`config.mk`:
```
export PLATFORM = sky130hd
export DESIGN_NAME = sample_sequencer
export DESIGN_NICKNAME = d
export VERILOG_FILES = /design/src/rtl/sample_sequencer.sv
export SDC_FILE = /design/constraint.sdc
export NUM_CORES = 1
export LEC_CHECK = 0
export CAP_MARGIN = 40
export CORE_MARGIN = 10
export CORE_UTILIZATION = 35
export DETAILED_ROUTE_END_ITERATION = 10
export GPL_TIMING_DRIVEN = 0
export PLACE_DENSITY = 0.69
export SLEW_MARGIN = 25
export SYNTH_ARGS = -nofsm -noshare
export SYNTH_HDL_FRONTEND = slang
export SYNTH_SLANG_ARGS = --single-unit
```
`constraint.sdc`:
```
create_clock -name sysclk -period 2.6 [get_ports sysclk]
set_input_delay 0.65 -clock sysclk [delete_from_list [all_inputs] [get_ports sysclk]]
set_output_delay 0.65 -clock sysclk [all_outputs]
set_load 0.05 [all_outputs]
```
`src/rtl/sample_sequencer.sv`:
```
// Per-sample scheduler for the ADC -> processor -> DAC audio path: sample tick,
// transaction sequencing, shared SCK arbitration and overrun/timeout status.
module sample_sequencer #(
  parameter int unsigned TICK_PERIOD  = 5000,
  parameter int unsigned ADC_TIMEOUT  = 2047,
  parameter int unsigned PROC_TIMEOUT = 255,
  parameter int unsigned DAC_CYCLES   = 40,
  localparam int unsigned DATA_W      = 10,
  localparam int unsigned CNT_W       = 8
) (
  input  logic              sysclk,
  input  logic              reset,
  input  logic              enable,
  input  logic [1:0]        ch_mode,
  input  logic              clr_status,
  output logic              adc_start,
  output logic              adc_channel,
  input  logic              adc_valid,
  input  logic [DATA_W-1:0] adc_data,
  output logic [DATA_W-1:0] proc_data,
  output logic              proc_valid,
  input  logic              proc_done,
  input  logic [DATA_W-1:0] proc_result,
  output logic [DATA_W-1:0] dac_data,
  output logic              dac_load,
  output logic              sck_sel,
  output logic              busy,
  output logic              overrun,
  output logic              timeout,
  output logic [CNT_W-1:0]  overrun_cnt
);

  localparam int unsigned TICK_W   = (TICK_PERIOD > 1) ? $clog2(TICK_PERIOD) : 1;
  localparam int unsigned AP_MAX   = (ADC_TIMEOUT > PROC_TIMEOUT) ? ADC_TIMEOUT : PROC_TIMEOUT;
  localparam int unsigned WAIT_MAX = (AP_MAX > DAC_CYCLES) ? AP_MAX : DAC_CYCLES;
  localparam int unsigned WAIT_W   = (WAIT_MAX > 0) ? $clog2(WAIT_MAX + 1) : 1;

  typedef enum logic [2:0] {
    S_IDLE,
    S_ADC_START,
    S_ADC_WAIT,
    S_PROC_START,
    S_PROC_WAIT,
    S_DAC_LOAD,
    S_DAC_WAIT
  } state_t;

  state_t            state;
  state_t            next_state;
  logic [TICK_W-1:0] tick_cnt;
  logic [WAIT_W-1:0] wait_cnt;
  logic              tick;
  logic              toggle;
  logic              adc_hit;
  logic              proc_hit;
  logic              adc_expired;
  logic              proc_expired;
  logic              overrun_ev;
  logic              timeout_ev;

  logic              adc_start_d;
  logic              adc_channel_d;
  logic              proc_valid_d;
  logic              dac_load_d;
  logic              sck_sel_d;
  logic              busy_d;
  logic              overrun_d;
  logic              timeout_d;
  logic              toggle_d;
  logic [DATA_W-1:0] proc_data_d;
  logic [DATA_W-1:0] dac_data_d;
  logic [CNT_W-1:0]  overrun_cnt_d;

  assign tick         = enable && (tick_cnt == TICK_W'(TICK_PERIOD - 1));
  assign adc_hit      = (state == S_ADC_WAIT) && adc_valid;
  assign proc_hit     = (state == S_PROC_WAIT) && proc_done;
  assign adc_expired  = (state == S_ADC_WAIT) && !adc_valid && (wait_cnt == WAIT_W'(ADC_TIMEOUT));
  assign proc_expired = (state == S_PROC_WAIT) && !proc_done && (wait_cnt == WAIT_W'(PROC_TIMEOUT));
  assign timeout_ev   = adc_expired || proc_expired;
  assign overrun_ev   = tick && (state != S_IDLE);

  // Sample tick counter; held at zero while sampling is disabled
  always_ff @(posedge sysclk) begin
    if (reset || !enable || tick) tick_cnt <= '0;
    else                          tick_cnt <= tick_cnt + TICK_W'(1);
  end

  // Cycles spent in the current state; restarts on every state change
  always_ff @(posedge sysclk) begin
    if (reset || (next_state != state) || (state == S_IDLE)) wait_cnt <= '0;
    else                                                     wait_cnt <= wait_cnt + WAIT_W'(1);
  end

  always_ff @(posedge sysclk) begin
    if (reset) state <= S_IDLE;
    else       state <= next_state;
  end

  always_comb begin
    next_state = state;
    unique case (state)
      S_IDLE:       if (tick) next_state = S_ADC_START;
      S_ADC_START:  next_state = S_ADC_WAIT;
      S_ADC_WAIT: begin
        if (adc_valid)        next_state = S_PROC_START;
        else if (adc_expired) next_state = S_IDLE;
      end
      S_PROC_START: next_state = S_PROC_WAIT;
      S_PROC_WAIT: begin
        if (proc_done)         next_state = S_DAC_LOAD;
        else if (proc_expired) next_state = S_IDLE;
      end
      S_DAC_LOAD:   next_state = S_DAC_WAIT;
      S_DAC_WAIT:   if (wait_cnt == WAIT_W'(DAC_CYCLES - 1)) next_state = S_IDLE;
      default:      next_state = S_IDLE;
    endcase
  end

  // Output decode from next_state so the registered outputs line up with the state
  always_comb begin
    adc_start_d   = (next_state == S_ADC_START);
    proc_valid_d  = (next_state == S_PROC_START);
    dac_load_d    = (next_state == S_DAC_LOAD);
    sck_sel_d     = (next_state == S_DAC_LOAD) || (next_state == S_DAC_WAIT);
    busy_d        = (next_state != S_IDLE);
    adc_channel_d = adc_channel;
    toggle_d      = toggle;
    proc_data_d   = proc_data;
    dac_data_d    = dac_data;
    overrun_d     = overrun;
    timeout_d     = timeout;
    overrun_cnt_d = overrun_cnt;

    if ((state == S_IDLE) && (next_state == S_ADC_START)) begin
      if (ch_mode == 2'd0)      adc_channel_d = 1'b0;
      else if (ch_mode == 2'd1) adc_channel_d = 1'b1;
      else                      adc_channel_d = toggle;
    end
    if (adc_hit) begin
      proc_data_d = adc_data;
      toggle_d    = !toggle;
    end
    if (proc_hit) dac_data_d = proc_result;

    // Clear first so a same-cycle event still registers
    if (clr_status) begin
      overrun_d     = 1'b0;
      timeout_d     = 1'b0;
      overrun_cnt_d = '0;
    end
    if (overrun_ev) begin
      overrun_d = 1'b1;
      if (overrun_cnt_d != '1) overrun_cnt_d = overrun_cnt_d + CNT_W'(1);
    end
    if (timeout_ev) timeout_d = 1'b1;
  end

  always_ff @(posedge sysclk) begin
    if (reset) begin
      adc_start   <= 1'b0;
      adc_channel <= 1'b0;
      proc_valid  <= 1'b0;
      dac_load    <= 1'b0;
      sck_sel     <= 1'b0;
      busy        <= 1'b0;
      overrun     <= 1'b0;
      timeout     <= 1'b0;
      toggle      <= 1'b0;
      proc_data   <= '0;
      dac_data    <= '0;
      overrun_cnt <= '0;
    end else begin
      adc_start   <= adc_start_d;
      adc_channel <= adc_channel_d;
      proc_valid  <= proc_valid_d;
      dac_load    <= dac_load_d;
      sck_sel     <= sck_sel_d;
      busy        <= busy_d;
      overrun     <= overrun_d;
      timeout     <= timeout_d;
      toggle      <= toggle_d;
      proc_data   <= proc_data_d;
      dac_data    <= dac_data_d;
      overrun_cnt <= overrun_cnt_d;
    end
  end

endmodule
```
==> impl_results.md <==
* Leak at 1.26 nW
* Bufs on Longest Clock Path at 2
* Detailed Routing Iterations Pass 1 at 4
* Core Util, Final at 48.7%
* Crit path kind: reg -> out
* Req. time, crit path at 1950 ps
* Actual slew at the worst max-slew pin at between 600 and 700 ps
* CTS tree: done
* Initial Util at 35.7%
* CP max-delay cell: clkdlybuf4s50_1
* Antenna-violating nets left at 0
* CP Cell Sequence: clkdlybuf4s50_1
* Max cap viols at 0
* Hold_buf cts at 0
* Relative max-transition margin at 55.0%
* Mean routed wirelength per cell at 13.2 microns
* Vias in the first global route at 2320
* Yosys top cell area share at 47.0%
* Yosys reg bits at 64
* Top post-synthesis cells by area: dfxtp_1, nand2_1, nor2_1
* First-pass GRT wire length at 10700 microns
* Setup_tns at 0 ps
* Skew-Pair Late Insertion Delay at 340 ps
* Htree depth at 3
* Largest net degree at the start of global routing at 12
* Xor/xnor cell area share of the yosys netlist at 7.71%
* Most common cell in the netlist: dfxtp_1
* DR vias/cell at 4.78
* Synth area leader: dfxtp_1
* CP Max Fanout at 5
* CP Data Arrival Time at 1630 ps
* RSZ-0062 raised after global routing: no
* Nets at 415
* Pwr dens at 562 nW/um^2
* Fin crit period at about 2300 ps
* Post-synthesis sequential area ratio at 47.0%
* PortBufs at 62
* Global placer's final weighted congestion at ~0.86
* Syn-to-layout area delta at 36.4%
* Die area at around 12000 sq um
* FFs w/ async S/R, synth at 0%
* Initial antenna violation count at 0
* Hold crit path type: reg -> reg
* Hpwl dp at 4930 microns
* Status: finished, final reports clean
* Setup violators final at 0
* DR vias at 2345
* Post-Synth Simple-Gate Area at 31.1%
* Adder-cell share of the synthesized area at 1.38%
* Number of buffers created by CTS at 9
* Ant diodes at 0
* Ys Warns at 0
* Ys flop type: dfxtp_1
* Die X-Extent at 108 microns
* Initial drt markers at 72
* R2R cell count at 6
* CP startpoint kind: register
* Final period util at 87.5%
* Main combinational cell family by area after synthesis: simple AND/OR/NAND/NOR gates
* Clock slew at reported path FFs at 70 ps
* Worst reg2reg endpoint: adc_start
* Synth cell count leaders: dfxtp_1, nand2_1, nor2_1
* Crit path largest cell delay at approximately 850 ps
* Net Count, Synth at 342
* Total gr overflow at 0
* All-Layer GR Usage at 11.2%
* Detailed Route WL at 6500 microns
* Largest delay share family, worst path: buffers and inverters
* Sink Count at 64
* RR Startpoint: wait_cnt[0]
* Num rows at 32
* Die height at 108 microns
* Post-synth EDFFs at 0
* Crit path capture: overrun_cnt[4]
* Layout cells sized above 1 at 8.23%
* Mapped Cells at slightly above 300
* Post-synthesis mux area share at 1.10%
* Reg2reg setup slack at 650 ps
* Buf/Inv on CP at 1
* Worst path depth at 1
* Placeable Area at 7650 sq um
* Syn_area_per_cell at between 8 and 9 sq um
* Peak Freq at between 0.4 and 0.5 GHz
* Worst setup EP type: output pin
* Count of different cell masters after synthesis at 46
* Synth Area in Compound Gates at 8.94%
* VDD IR-drop max at 0.000260 V
* Post-route DRC at 0
* Cts repair resizes at 0
* Cell area after synthesis at 2730 sq um
* I/O pin count at 64
* Final Hold Vio Count at 0
* Fin. max-slew vios at 0
* Post-CTS setup buffers at 0
* Clk_skew at 8.83 ps
* Setup crit start: overrun_cnt[4]
* Root Driver: clkbuf_8
placed cells by master (no fill, tap or decap), drive strengths merged, types with 3 or more instances in the layout:
| cell type | instances |
|---|---|
| a21oi | 29 |
| and3 | 3 |
| buf | 4 |
| bufinv | 3 |
| clkbuf | 17 |
| clkdlybuf4s50 | 62 |
| dfxtp | 64 |
| ha | 3 |
| inv | 9 |
| mux2i | 3 |
| nand2 | 51 |
| nand3 | 12 |
| nand4 | 4 |
| nand4b | 3 |
| nor2 | 42 |
| nor2b | 8 |
| nor3 | 8 |
| nor4 | 5 |
| nor4b | 4 |
| o21ai | 3 |
| xnor2 | 14 |
| xor2 | 10 |
final cells by class:
cell class / count / area (sq um)
Clock inverter: 5 / 104
Multi-Input combinational cell: 228 / 1370
Clock buffer: 11 / 141
Buffer: 10 / 41.3
Inverter: 9 / 33.8
Sequential cell: 64 / 1280
Timing Repair Buffer: 62 / 621
Tap cell: 102 / 128
Fill cell: 722 / 3930
routing by layer:
metal	vias to the layer above	wire [microns]	track usage [%]
li1	1206	-	-
met1	1087	2830	12.5
met2	44	3100	18.3
met3	8	493	4.88
met4	0	70	4.52
met5	-	0	0
stage by stage:
stage	power [mW]	setup WS, ps	instances	hold WS (ps)	cell area, sq um
finish	2.09	324	491	452	3720
global placement	1.07	99.4	475	429	3480
detailed placement	1.07	100	475	445	3480
global route	2.16	280	491	476	3720
CTS	2.12	315	491	456	3720
floorplan	1.02	523	311	418	2730
worst min path at each step:
stage / from / end / slack, ps / cells past startpoint
floorplan: tick_cnt[0] / tick_cnt[0] / 420 / 1
global placement: tick_cnt[0] / tick_cnt[0] / 430 / 1
detailed placement: tick_cnt[0] / tick_cnt[0] / 440 / 1
CTS: proc_data[7] / proc_data[7] / 460 / 2
global route: wait_cnt[0] / wait_cnt[0] / 480 / 1
finish: tick_cnt[0] / tick_cnt[0] / 450 / 1
registers in the layout (all words and copies together) (netlist names), 3 cells and up:
| register | cells |
|---|---|
| proc_data | 10 |
| wait_cnt | 11 |
| dac_data | 10 |
| state | 3 |
| overrun_cnt | 8 |
| tick_cnt | 13 |
logic make-up (layout without fill, tap and decap cells):
kind of cell               Yosys count  in the layout
AOI/OAI and AO/OA                   42             42
xor gates and xnor gates            24             24
adders and majority gates            3              3
buffers and inverters               19             97
DFF                                 64             64
muxes                                3              3
and+or+nand+nor                    156            156
power breakdown:
part	switching, mW	internal (mW)	total, mW
Sequential	0.00101	0.981	0.982
Clock	0.379	0.664	1.04
Combinational	0.0257	0.0391	0.0648
Total	0.406	1.68	2.09
(Power assumes the default switching activity.)
